File: config.mk
export PLATFORM = sky130hd
export DESIGN_NAME = chain_sequencer
export DESIGN_NICKNAME = d
export VERILOG_FILES = /design/src/rtl/chain_seq_pkg.sv /design/src/rtl/chain_seq_timer.sv /design/src/rtl/chain_sequencer.sv
export SDC_FILE = /design/constraint.sdc
export NUM_CORES = 1
export LEC_CHECK = 0
export CAP_MARGIN = 5
export CORE_UTILIZATION = 40
export DETAILED_ROUTE_END_ITERATION = 6
export PLACE_DENSITY = 0.7
export SETUP_SLACK_MARGIN = 0.02
export SYNTH_ARGS = -nofsm -noshare
export SYNTH_HDL_FRONTEND = slang
export SYNTH_HIERARCHICAL = 1
export SYNTH_SLANG_ARGS = --single-unit
File: constraint.sdc
create_clock -name clk -period 2.8 [get_ports clk]
set_clock_uncertainty 0.15 [all_clocks]
set_input_delay 0.42 -clock clk [delete_from_list [all_inputs] [get_ports clk]]
set_output_delay 0.42 -clock clk [all_outputs]
set_load 0.02 [all_outputs]
File: src/rtl/chain_seq_pkg.sv
// chain_seq_pkg
//   Shared definitions for the chain sequencer:
//   - state_t      : sequencer FSM states
//   - STAT_W       : width of the frame/error statistics counters
//   - MAX_STAGES   : upper bound on NUM_STAGES, fixes the search width
//   - next_enabled : finds the lowest non-bypassed stage at or above an index
package chain_seq_pkg;

  typedef enum logic [2:0] {
    S_IDLE    = 3'd0,
    S_LAUNCH  = 3'd1,
    S_WAIT    = 3'd2,
    S_ADVANCE = 3'd3,
    S_FINISH  = 3'd4,
    S_ERROR   = 3'd5
  } state_t;

  localparam int STAT_W     = 16;
  localparam int MAX_STAGES = 16;

  typedef struct packed {
    logic       valid;
    logic [3:0] idx;
  } search_t;

  // Lowest index i >= from with bypass[i]==0. Callers pad unused upper
  // stages with 1 so they are never selected. 'from' is one bit wider
  // than an index so that "search past the last stage" can be expressed.
  function automatic search_t next_enabled(input logic [MAX_STAGES-1:0] bypass,
                                           input logic [4:0]            from);
    search_t r;
    r = '0;
    // Descending scan: the last hit written is the lowest qualifying index.
    for (int i = MAX_STAGES - 1; i >= 0; i--) begin
      if (!bypass[i] && (5'(i) >= from)) begin
        r.valid = 1'b1;
        r.idx   = 4'(i);
      end
    end
    return r;
  endfunction

endpackage

File: src/rtl/chain_seq_timer.sv
// chain_seq_timer
//   WAIT-state timeout counter for the chain sequencer.
//   Ports:
//     clk, reset   clock, asynchronous active-low reset
//     clear        zero the counter (stage launch)
//     enable       count one WAIT cycle; saturates at all ones
//     limit        timeout length in WAIT cycles; 0 disables the timeout
//     expired      high in the WAIT cycle that is the limit-th one
module chain_seq_timer #(
  parameter int TMO_W = 16
) (
  input  logic             clk,
  input  logic             reset,
  input  logic             clear,
  input  logic             enable,
  input  logic [TMO_W-1:0] limit,
  output logic             expired
);

  logic [TMO_W-1:0] count;

  always_ff @(posedge clk or negedge reset) begin
    if (!reset) begin
      count <= '0;
    end else if (clear) begin
      count <= '0;
    end else if (enable && (count != '1)) begin
      count <= count + TMO_W'(1);
    end
  end

  // count holds the number of WAIT cycles already spent, so the limit-th
  // WAIT cycle is the one where count == limit-1.
  assign expired = (limit != '0) && (count == (limit - TMO_W'(1)));

endmodule

File: src/rtl/chain_sequencer.sv
// chain_sequencer
//   N-stage start/done walker for the TX/RX processing chain. Launches each
//   non-bypassed stage in ascending order, waits for its done, strobes the
//   stage's output register capture, then moves on. Moves no data itself.
//
//   Handshake: a frame request is taken on a clock edge where start=1,
//   in_ready=1 and abort=0; in_ready is high exactly when the sequencer is
//   idle, and start seen while in_ready=0 is dropped, not queued.
//
//   Ports:
//     clk, reset      clock, asynchronous active-low reset
//     start, abort    frame request / synchronous abort to idle
//     in_ready, busy  idle / frame in progress
//     done            one-cycle pulse at frame completion
//     error           sticky timeout flag, cleared by the next accepted start
//     err_stage       index of the stage that timed out
//     bypass_mask     stages to skip, latched at start acceptance
//     timeout_limit   WAIT cycles before timeout, 0 disables
//     stage_start     one-hot launch pulse per stage
//     stage_done      level done from each stage
//     stage_capture   one-hot load strobe for a stage's output register
//     frame_count     completed frames   (CHAIN_SEQ_STATS_EN, else 0)
//     error_count     timed-out frames   (CHAIN_SEQ_STATS_EN, else 0)
//     state_dbg       current FSM state (state_t encoding)
//
//   Optional: define CHAIN_SEQ_STATS_EN to build the saturating counters.
module chain_sequencer
  import chain_seq_pkg::*;
#(
  parameter int NUM_STAGES = 6,
  parameter int TMO_W      = 16,
  parameter int IDX_W      = (NUM_STAGES > 1) ? $clog2(NUM_STAGES) : 1
) (
  input  logic                  clk,
  input  logic                  reset,
  input  logic                  start,
  input  logic                  abort,
  output logic                  in_ready,
  output logic                  busy,
  output logic                  done,
  output logic                  error,
  output logic [IDX_W-1:0]      err_stage,
  input  logic [NUM_STAGES-1:0] bypass_mask,
  input  logic [TMO_W-1:0]      timeout_limit,
  output logic [NUM_STAGES-1:0] stage_start,
  input  logic [NUM_STAGES-1:0] stage_done,
  output logic [NUM_STAGES-1:0] stage_capture,
  output logic [STAT_W-1:0]     frame_count,
  output logic [STAT_W-1:0]     error_count,
  output logic [2:0]            state_dbg
);

  state_t                state, state_d;
  logic [NUM_STAGES-1:0] mask_q;
  logic [IDX_W-1:0]      idx_q, idx_d;
  logic [MAX_STAGES-1:0] mask_pad_in, mask_pad_q;
  logic [NUM_STAGES-1:0] idx_oh;
  search_t               first_hit, next_hit;
  logic                  done_sel;
  logic                  accept, enter_err;
  logic                  tmr_clear, tmr_en, tmr_expired;

  // Unused upper search positions read as bypassed.
  always_comb begin
    mask_pad_in                 = '1;
    mask_pad_in[NUM_STAGES-1:0] = bypass_mask;
    mask_pad_q                  = '1;
    mask_pad_q[NUM_STAGES-1:0]  = mask_q;
  end

  assign first_hit = next_enabled(mask_pad_in, 5'd0);
  assign next_hit  = next_enabled(mask_pad_q, 5'(idx_q) + 5'd1);
  assign idx_oh    = NUM_STAGES'(1) << idx_q;
  // Only the active stage's done matters; the others may be stale or noisy.
  assign done_sel  = stage_done[idx_q];

  chain_seq_timer #(.TMO_W(TMO_W)) u_timer (
    .clk     (clk),
    .reset   (reset),
    .clear   (tmr_clear),
    .enable  (tmr_en),
    .limit   (timeout_limit),
    .expired (tmr_expired)
  );

  always_ff @(posedge clk or negedge reset) begin
    if (!reset) begin
      state     <= S_IDLE;
      idx_q     <= '0;
      mask_q    <= '0;
      error     <= 1'b0;
      err_stage <= '0;
    end else begin
      state <= state_d;
      idx_q <= idx_d;
      if (accept) begin
        mask_q    <= bypass_mask;
        error     <= 1'b0;
        err_stage <= '0;
      end else if (enter_err) begin
        error     <= 1'b1;
        err_stage <= idx_q;
      end
    end
  end

  always_comb begin
    state_d       = state;
    idx_d         = idx_q;
    accept        = 1'b0;
    enter_err     = 1'b0;
    tmr_clear     = 1'b0;
    tmr_en        = 1'b0;
    stage_start   = '0;
    stage_capture = '0;
    done          = 1'b0;
    case (state)
      S_IDLE: begin
        // abort in IDLE has no effect other than blocking acceptance.
        if (start && !abort) begin
          accept = 1'b1;
          if (first_hit.valid) begin
            idx_d   = IDX_W'(first_hit.idx);
            state_d = S_LAUNCH;
          end else begin
            state_d = S_FINISH;
          end
        end
      end
      S_LAUNCH: begin
        stage_start = idx_oh;
        tmr_clear   = 1'b1;
        state_d     = S_WAIT;
      end
      S_WAIT: begin
        // done beats a timeout that expires in the same cycle.
        if (done_sel) begin
          state_d = S_ADVANCE;
        end else begin
          tmr_en = 1'b1;
          if (tmr_expired) begin
            enter_err = 1'b1;
            state_d   = S_ERROR;
          end
        end
      end
      S_ADVANCE: begin
        stage_capture = idx_oh;
        if (next_hit.valid) begin
          idx_d   = IDX_W'(next_hit.idx);
          state_d = S_LAUNCH;
        end else begin
          state_d = S_FINISH;
        end
      end
      S_FINISH: begin
        done    = 1'b1;
        state_d = S_IDLE;
      end
      S_ERROR: begin
        state_d = S_IDLE;
      end
      default: begin
        state_d = S_IDLE;
      end
    endcase

    // abort overrides everything outside IDLE and silences the strobes.
    if (abort && (state != S_IDLE)) begin
      state_d       = S_IDLE;
      idx_d         = idx_q;
      enter_err     = 1'b0;
      tmr_clear     = 1'b0;
      tmr_en        = 1'b0;
      stage_start   = '0;
      stage_capture = '0;
      done          = 1'b0;
    end
  end

  assign in_ready  = (state == S_IDLE);
  assign busy      = (state != S_IDLE);
  assign state_dbg = state;

`ifdef CHAIN_SEQ_STATS_EN
  always_ff @(posedge clk or negedge reset) begin
    if (!reset) begin
      frame_count <= '0;
      error_count <= '0;
    end else begin
      if (done && (frame_count != '1)) frame_count <= frame_count + STAT_W'(1);
      if (enter_err && (error_count != '1)) error_count <= error_count + STAT_W'(1);
    end
  end
`else
  assign frame_count = '0;
  assign error_count = '0;
`endif

endmodule
# --- Yosys cells after proc, flatten, opt, wreduce, memory -nomap -nowiden ---
# Cells that the tools add are included.
op_classes:
  reduce_logical: 25
  bitwise: 1
  n_lt_le_gt_ge: 7
  shifts: 1
  n_eq_ne: 11
  addsub: 3
  muxes: 48
op_table:
  columns: ["operator", "n"]
  rows:
  - ["5-bit two-way mux", 12]
  - ["3-bit two-way mux", 11]
  - ["16-bit two-way mux", 2]
  - ["6-bit two-way mux", 4]
  - ["16-bit by 1-bit adder with 16-bit output (second input constant)", 1]
  - ["16-bit == test", 1]
  - ["1-bit two-way mux", 16]
  - ["16-bit != test (second input constant)", 1]
  - ["16-bit nonzero test", 1]
  - ["16-bit by 1-bit subtractor with 16-bit output (second input constant)", 1]
  - ["3-bit case mux with 4 select lines", 1]
  - ["1-bit logical AND", 10]
  - ["1-bit by 4-bit greater-or-equal comparator with 1-bit output (first input constant)", 2]
  - ["2-bit by 4-bit greater-or-equal comparator with 1-bit output (first input constant)", 2]
  - ["3-bit by 4-bit greater-or-equal comparator with 1-bit output (first input constant)", 2]
  - ["1-bit zero test", 7]
  - ["3-bit by 2-bit == test with 1-bit output (second input constant)", 2]
  - ["3-bit case mux with 2 select lines", 1]
  - ["2-bit nonzero test", 3]
  - ["1-bit by 3-bit left shift with 6-bit output (first input constant)", 1]
  - ["5-bit AND reduction", 1]
  - ["3-bit by 1-bit adder with 4-bit output (second input constant)", 1]
  - ["3-bit by 4-bit less-than comparator with 1-bit output (second input constant)", 1]
  - ["2-bit by 1-bit != test with 1-bit output (second input constant)", 2]
  - ["other kinds (10)", 10]
totals:
  in_bits: 32
  out_inout_bits: 54
  reg_bits: 32

# --- Longest topological paths before layout ---
# Gate-level depths: netlist (run 1).
logic_depth:
  ltp_word: 12
  ltp_mapped: 11
  ltp_nobuf: 11

# --- Modules after synthesis ---
# The synthesis (run 1) kept the hierarchy.
by_module_without_submodules:
  columns: ["mod", "seq_area_each_um2", "cells_each", "area_each_um2", "instances"]
  rows:
  - ["chain_sequencer", 400.4, 189, 1462.7, 1]
  - ["chain_seq_timer", 400.4, 167, 1367.6, 1]

# --- Worst setup path after synthesis (run 1) ---
# OpenSTA, ideal clock, no wires.
synth_timing:
  path_kind: "reg-to-reg"
  startpoint: "register idx_q[0]"
  endpoint: "register u_timer.count[11]"
  n_path_buf: 0
  setup_time_ns: 0.132
  t_arrival_ns: 2.714
  path_stages_with_launch: 11
  required_time_ns: 2.518
  setup_slack_ns: -0.196
  path_cell_list: "dfrtp_1 > mux4_2 > o2bb2ai_2 > or3b_4 > nor3_1 > nand4_1 > nor2_1 > o21ai_1 > or3_1 > xor2_1 > nor2_1"
synth_between:
  elab_chain_len: 7
synth_rtl:
  columns: ["element", "line", "source"]
  rows:
  - ["start, declared", "chain_sequencer.sv:55", "logic [IDX_W-1:0] idx_q, idx_d;"]
  - ["start signal, assigned", "chain_sequencer.sv:95", "idx_q <= idx_d;"]
  - ["1-bit binary-select mux with 3-bit select", "chain_sequencer.sv:75", "assign done_sel = stage_done[idx_q];"]
  - ["1-bit two-way mux (implied by the code)", "chain_sequencer.sv:75", null]
  - ["1-bit two-way mux", "chain_sequencer.sv:137", "if (done_sel) begin"]
  - ["1-bit two-way mux", "chain_sequencer.sv:117", "case (state)"]
  - ["1-bit two-way mux", "chain_sequencer.sv:169", "if (abort && (state != S_IDLE)) begin"]
  - ["via tmr_en", "chain_sequencer.sv:61", "logic tmr_clear, tmr_en, tmr_expired;"]
  - ["1-bit logical AND", "chain_seq_timer.sv:27", "end else if (enable && (count != '1)) begin"]
  - ["2-bit nonzero test (no line)", null, null]
  - ["end signal, assigned", "chain_seq_timer.sv:28", "count <= count + TMO_W'(1);"]
  - ["end, declared", "chain_seq_timer.sv:20", "logic [TMO_W-1:0] count;"]
# The timed path passes the listed nets, and every way through them passes these cells. The select of a mux whose other input is x is not followed.
# A chain may end at the register's enable or synchronous reset.

# --- Worst setup path after layout (run 1) ---
layout_timing:
  startpoint: "register idx_q[0]"
  endpoint: "register u_timer.count[13]"
# Same word-level chain as after synthesis.

==> metrics.txt, run 1 <==
final wirelength 7.46 mm; worst path bufs/invs 1; crit-path cells mux4_2 -> o2bb2ai_4 -> or3b_4 -> nor3_4 -> nand4_1 -> nor2_1 -> o21ai_2 -> buf_6 -> or3_4 -> a21oi_2; Layout area overhead 40.1%; Core ar. 6830 sq um; post-synthesis sequential area ratio between 20 and 30%; Max-cap violations 0; antenna violations before repair 0; clock slew at reported path FFs 0.06 ns; commonest non-fill, non-tap cell in the layout nor2_1; RSZ-0062 raised after global routing true; delay-heaviest family, CP simple AND/OR/NAND/NOR gates; final worst setup slack -0.0100 ns; Slowest cell on crit path mux4_2; clk sinks 32; min-delay src mask_q[1]; fillers about 630; DRT iter0 DRCs about 130; Vias/cell around 5; drt wl/cell 13.6 microns; LEAKAGE around 1.7 nW; setup TNS -0.0100 ns; CTS root buf clkbuf_8; worst reg-to-reg setup slack -0.01 ns; Worst Hold End mask_q[1]; dpl ws -0.428 ns; clk buf depth 2; area of the multi-input gates between 1500 and 2000 sq um; Final Non-Filler Cells between 500 and 600; f_max 0.356 GHz; post-DP HPWL about 5.4 mm; die width 86.1 microns; CP Data Required Time ~2.9 ns; Skew-Pair Late Insertion Delay ~0.28 ns; DR vias approximately 2800; Hold Path Depth 2; Ys Warns 6; H-Tree Level Count 2; Port Buffers 53; cells on worst reg2reg path 10; share of cells above drive strength 1 22.2%; CP max stage delay between 0.5 and 0.6 ns; status complete, but fails checks; Avg Inst Size Synth slightly below 8 sq um; register area 805 sq um; Placed Cells 534; reg2reg end u_timer/count[13]; Post-Synthesis Cells between 300 and 400; synth unique cells 57; Main synth FF type dfrtp_1; Synth area leader dfrtp_1; CP Capture Type register; startpoint types register; first-pass GRT wire length between 10 and 15 mm; IO Pins between 80 and 90; Final Hold Viols 0; overall power ~0.0022 W; Post-synth EDFFs 0; relative max-transition margin between 50% and 60%; largest net degree at the start of global routing 33; vias in the first global route around 2700; GR Overflow Total 0; most frequent cells in the layout 46 x nor2_1, 44 x buf_4, 41 x clkdlybuf4s50_1; ant diodes 0; crit path DAT between 2 and 3 ns; post-route ant nets 0; Max Fanout on Critical Path 4; Worst-Margin Slew a little over 0.7 ns; die area between 7000 and 8000 sq um; Total Routing Usage GR between 20% and 30%; final slew viol count 0; die height between 80 and 90 microns; final setup fails 1; failing checks setup timing; DRC 0; kind of critical path register to register; Worst VDD drop roughly 0.45 mV; ranking of synthesized cells by area dfrtp_1 28%, buf_4 8.5%, nor2_1 6.4%; CTS tree built; top cell type's share of synthesized area 28.3%; Async SR Flop Fraction 100%; clock period minus worst slack approximately 2.8 ns; Cell Pwr Density between 500 and 600 nW/um^2; DR pass1 iterations 4; final period utilization 100%; row count 30; Seq cells post-synth 32; RR Startpoint idx_q[0]; TritonCTS Buffers 5; Initial Util 41.4%; Worst Hold Class register to register; routability cong. ~0.9; Final #Nets approximately 490; synthesized cell area between 2000 and 3000 sq um
## worst max path at each step
stage	startpoint	endpoint	slack (ns)	depth (start not counted)
6_report	idx_q[0]	u_timer/count[13]	-0.01	10
5_1_grt	idx_q[0]	u_timer/count[11]	-0.13	10
4_1_cts	idx_q[0]	u_timer/count[11]	-0.07	10
3_5_place_dp	stage_done[3]	u_timer/count[12]	-0.43	10
3_3_place_gp	timeout_limit[2]	err_stage[0]	-0.36	11
2_1_floorplan	idx_q[0]	u_timer/count[11]	0.01	10
## sequential cells by signal, summed over array words and instances (netlist names)
| signal | flops |
|---|---|
| idx_q | 3 |
| mask_q | 6 |
| err_stage | 3 |
| u_timer/count | 16 |
| error | 1 |
| state_dbg | 3 |
## through the flow
stage / hold WS [ns] / area, sq um / util, %
4_1_cts: 0.339 / 3790 / 55.4
2_1_floorplan: -0.0256 / 2960 / -
5_1_grt: 0.362 / 3970 / 58.1
6_report: 0.331 / 3970 / 58.1
3_5_place_dp: 0.321 / 3630 / 53.2
3_3_place_gp: 0.319 / 3630 / 53.2
## timing repair
item,in CTS,in global routing
gates resized for setup,16,41
endpoints found under the setup margin,14,30
pin swaps,7,17
setup buffers,5,3
hold buffers,0,0
## power breakdown
group | switching [W] | internal [W]
Sequential | 0.000104 | 0.000551
Clock | 0.000165 | 0.000200
Combinational | 0.000644 | 0.000501
## logic make-up after synthesis
kind of cell	after synthesis	synth area share, %
buffers and inverters	56	11.8
multiplexers	11	4.33
adder cells (fa/ha/maj)	7	3.09
AND/OR/NAND/NOR	169	31.8
XOR/XNOR	27	8.36
AO/OA/AOI/OAI	53	12.2
other	1	0.132
flip-flops	32	28.3
## per-layer routing
metal  vias up  global-route usage, %  part of all wire [%]
met5         -                      0                     0
li1       1361                      -                     -
met1      1354                   21.9                    39
met2        83                   37.7                    54
met4         0                   8.94                   2.4
met3        17                   3.66                   4.1
## area by class of cell
class | instances | area share [%]
multi-input combinational | 299 | 50.3
timing repair buffer | 101 | 22.8
sequential | 32 | 20.3
tap | 96 | 3.03
clock buffer | 8 | 2.27
inverter | 14 | 1.32
## worst min-delay path, delay by kind of cell (launching register included)
family           cells  cell delay [ns]
AND/OR/NAND/NOR      2             0.10
flip-flops           1             0.34
## Yosys cell counts, drive strengths merged (2+ instances only)
| master | count |
|---|---|
| a211oi | 3 |
| a21boi | 3 |
| a21oi | 12 |
| a31oi | 3 |
| and4 | 2 |
| buf | 36 |
| clkbuf | 6 |
| dfrtp | 32 |
| ha | 7 |
| inv | 14 |
| mux2i | 10 |
| nand2 | 40 |
| nand2b | 6 |
| nand3 | 11 |
| nand3b | 3 |
| nand4 | 8 |
| nor2 | 48 |
| nor2b | 6 |
| nor3 | 18 |
| nor3b | 6 |
| nor4b | 5 |
| o211ai | 3 |
| o21ai | 18 |
| o31ai | 2 |
| or2 | 3 |
| or3 | 6 |
| xnor2 | 17 |
| xor2 | 10 |
Power figures use the tool's default switching activity.
==> run 2, diff against run 1 <==
- ABC_AREA: unset -> 0
- PLACE_DENSITY: 0.7 -> 0.67
- SYNTH_HIERARCHICAL: 1 -> unset
- clock period: 2.8 -> 3.2 ns (I/O delays scaled with it)
==> run 2 against run 1 <==
  * The run now ends clean
  * Clock-buffer cell count down 1
  * Die area down 2.1%
  * Routed wire length down 12%
  * Sequential share of layout area up 2.7 points
  * Final cell count down 11%
  * Critical endpoint is now error
  * Largest cell class unchanged
  * Highest routed layer unchanged
==> metrics.txt, run 2 <==
status complete, no violations; final worst setup slack 0.228 ns (+0.238 ns); Clock Power Share 18.3% (+1.4 points); first-pass GRT wire length 10.8 mm (-9.5%); Net Sw Frac 41.7% (-0.48 points); post-route ant nets 0 (unchanged); post-CTS setup buffer count 0 (-5); clock slew at reported path FFs 0.06 ns (about the same); Synth Area in Compound Gates 12.8% (+0.59 points); largest net degree at the start of global routing 33 (unchanged); Vias/cell 5.23 (+2.1%); Seq cells post-synth 32 (unchanged); Layout area overhead 26.0%; most instantiated cells after synthesis 41 x nor2_1, 32 x buf_4, 32 x dfrtp_1, 29 x nand2_1, 18 x xnor2_1; f_max 0.336 GHz; post-CTS sizing 0 (-16); Main synth FF type dfrtp_1; row count 29 (-3.3%); Cell Pwr Density 532 nW/um^2 (-2.5%); DR vias 2545 (-9.6%); synth unique cells 53 (-7.0%); Synth Area in Adders 3.16% (+0.069 points); final wirelength 6.57 mm (-12%); startpoint types input pin; Worst-Margin Slew 0.590 ns (-0.122 ns); overall power 0.00186 W (-14%); Final #Nets 449 (-8.7%); DRT iter0 DRCs 89 (-34%); crit path DAT 3.00 ns (+0.13 ns); Synth area leader dfrtp_1; fillers 624 (-1.1%); kind of critical path input pin to register; post-synthesis mux area share 6.19% (+1.9 points); routability cong. 0.855 (-3.6%); die area 7260 sq um (-2.1%); Switch Pwr 0.000773 W (-15%); Synth Area in Simple Gates 27.0% (-4.8 points); Port Buffers 53 (unchanged); Async SR Flop Fraction 100% (unchanged); clk buf depth 2 (unchanged); most frequent cell after synthesis nor2_1; clk sinks 32 (unchanged); ranking of synthesized cells by area dfrtp_1 29%, buf_4 8.7%, xnor2_1 5.7%; Reg with most FFs u_timer.count; DRC 0 (unchanged); CTS root buf clkbuf_8; CP Data Required Time 3.22 ns (+0.36 ns); Avg Inst Size Synth 8.14 sq um (+2.4%); IO Pins 86 (unchanged); Ys Warns 0 (-6); Post-synth EDFFs 0 (unchanged); Worst VDD drop 0.414 mV (-7.8%); most frequent cells in the layout 53 x clkdlybuf4s50_1, 41 x nor2_1, 32 x conb_1, 32 x dfrtp_1, 29 x nand2_1; ant diodes 0 (unchanged); DR pass1 iterations 4 (unchanged); Max Fanout on Critical Path 4 (unchanged); largest family of logic cells by synthesized area simple AND/OR/NAND/NOR gates; Worst Hold Class register to register; vias in the first global route 2326 (-15%); CTS tree built; Comb power frac 50.7% (-2.2 points); final setup fails 0 (-1); cts hold-fix bufs 0 (unchanged); Skew-Pair Late Insertion Delay 0.28 ns (about the same); CP Capture Type register; relative max-transition margin 60.3% (+8.1 points); synthesized cell area 2770 sq um (-2.2%); Core ar. 6530 sq um (-4.4%); Max-cap violations 0 (unchanged); antenna violations before repair 0 (unchanged); dpl ws -0.0569 ns (+0.371 ns); drt wl/cell 13.5 microns (-0.62%); sequential fraction of design power 31.0% (+0.8 points); top cell type's share of synthesized area 28.9% (+0.63 points); H-Tree Level Count 2 (unchanged); Largest register FFs 16 (unchanged); commonest non-fill, non-tap cell in the layout clkdlybuf4s50_1; Synth Area in XOR/XNOR 9.17% (+0.82 points); share of cells above drive strength 1 11.0% (-11 points); GR Overflow Total 0 (unchanged); Final Hold Viols 0 (unchanged); post-DP HPWL 5.21 mm (-3.6%); Regs by FF count u_timer.count (16), mask_q (6); Total Routing Usage GR 18.6% (-1.5 points); LEAKAGE 1.47 nW (-15%); final period utilization just over 90%; clock period minus worst slack a little under 3 ns; final slew viol count 0 (unchanged); TritonCTS Buffers 5 (unchanged); RSZ-0062 raised after global routing false; die width 85.2 microns (-1.1%); Post-Synthesis Cells 340 (-4.5%); Initial Util 42.4% (+0.97 points); die height 85.2 microns (-1.1%); P_int 0.00108 W (-14%); post-synthesis sequential area ratio 28.9% (+0.63 points)
[run 2: cell count changes in the layout (fill, tap and decap cells not counted), sizes merged, moves of 6 or more]
cell / delta
buf: -25
mux2: +7
clkdlybuf4s50: +12
nor2: -7
dlygate4sd2: -6
nor3: -9
nand2: -11
[run 2: cells by family (layout without fill, tap and decap cells)]
kind of cell | after synthesis | count (layout)
flops | 32 | 32
xor+xnor | 29 | 29
buf+inv | 59 | 98
other cells | 1 | 32
fa+ha+maj | 7 | 7
simple gates | 143 | 143
mux | 15 | 15
compound gates | 54 | 54
[run 2: cell type report]
class | count | area [sq um] | area share [%]
tap | 77 | 96.3 | 2.76
inverter | 15 | 56.3 | 1.61
timing repair buffer | 76 | 703 | 20.2
clock buffer | 7 | 96.3 | 2.76
sequential | 32 | 801 | 22.9
multi-input combinational | 280 | 1740 | 49.8
[run 2: worst paths after layout]
path,startpoint,to,slack (ns),depth (start not counted)
hold reg to reg,error,error,0.36,1
setup / recovery,timeout_limit[0],error,0.23,11
max in group asynchronous,reset,u_timer.count[10],2.15,2
setup reg to reg,idx_q[0],u_timer.count[15],0.39,6
min in group asynchronous,reset,state_dbg[1],0.45,2
hold / removal,error,error,0.36,1
[run 2: metrics by stage]
stage	TNS [ns]	std cells	hold WS, ns	instance area, sq um	util, %
after floorplan	0	371	0.0344	2890	-
after global placement	-0.0448	480	0.338	3390	52.0
after detailed placement	-0.174	480	0.351	3390	52.0
after CTS	0	487	0.368	3490	53.4
after global routing	0	487	0.373	3490	53.4
final	0	487	0.360	3490	53.4
[run 2: power groups by stage]
stage	clock network, W	logic [W]	registers [W]
final	0.000340	0.000942	0.000575
after global routing	0.000365	0.00104	0.000589
after CTS	0.000351	0.000941	0.000573
after floorplan	0	0.000643	0.000579
after detailed placement	0	0.000938	0.000580
after global placement	0	0.000920	0.000582
[run 2: worst max-delay path, stage by stage]
cell             delay [ns]
clkdlybuf4s50_1        0.43
inv_1                  0.07
ha_1                   0.15
or4b_2                 0.62
nand2_1                0.12
o21ai_0                0.08
and3b_1                0.17
o31ai_1                0.46
nor4_2                 0.09
buf_4                  0.17
o21a_1                 0.16
[run 2: layer usage]
layer | global-route usage [%] | wire length, microns
met4 | 6.63 | 134
met2 | 30.3 | 3100
met1 | 24.8 | 3070
met5 | 0 | 0
met3 | 3.40 | 265
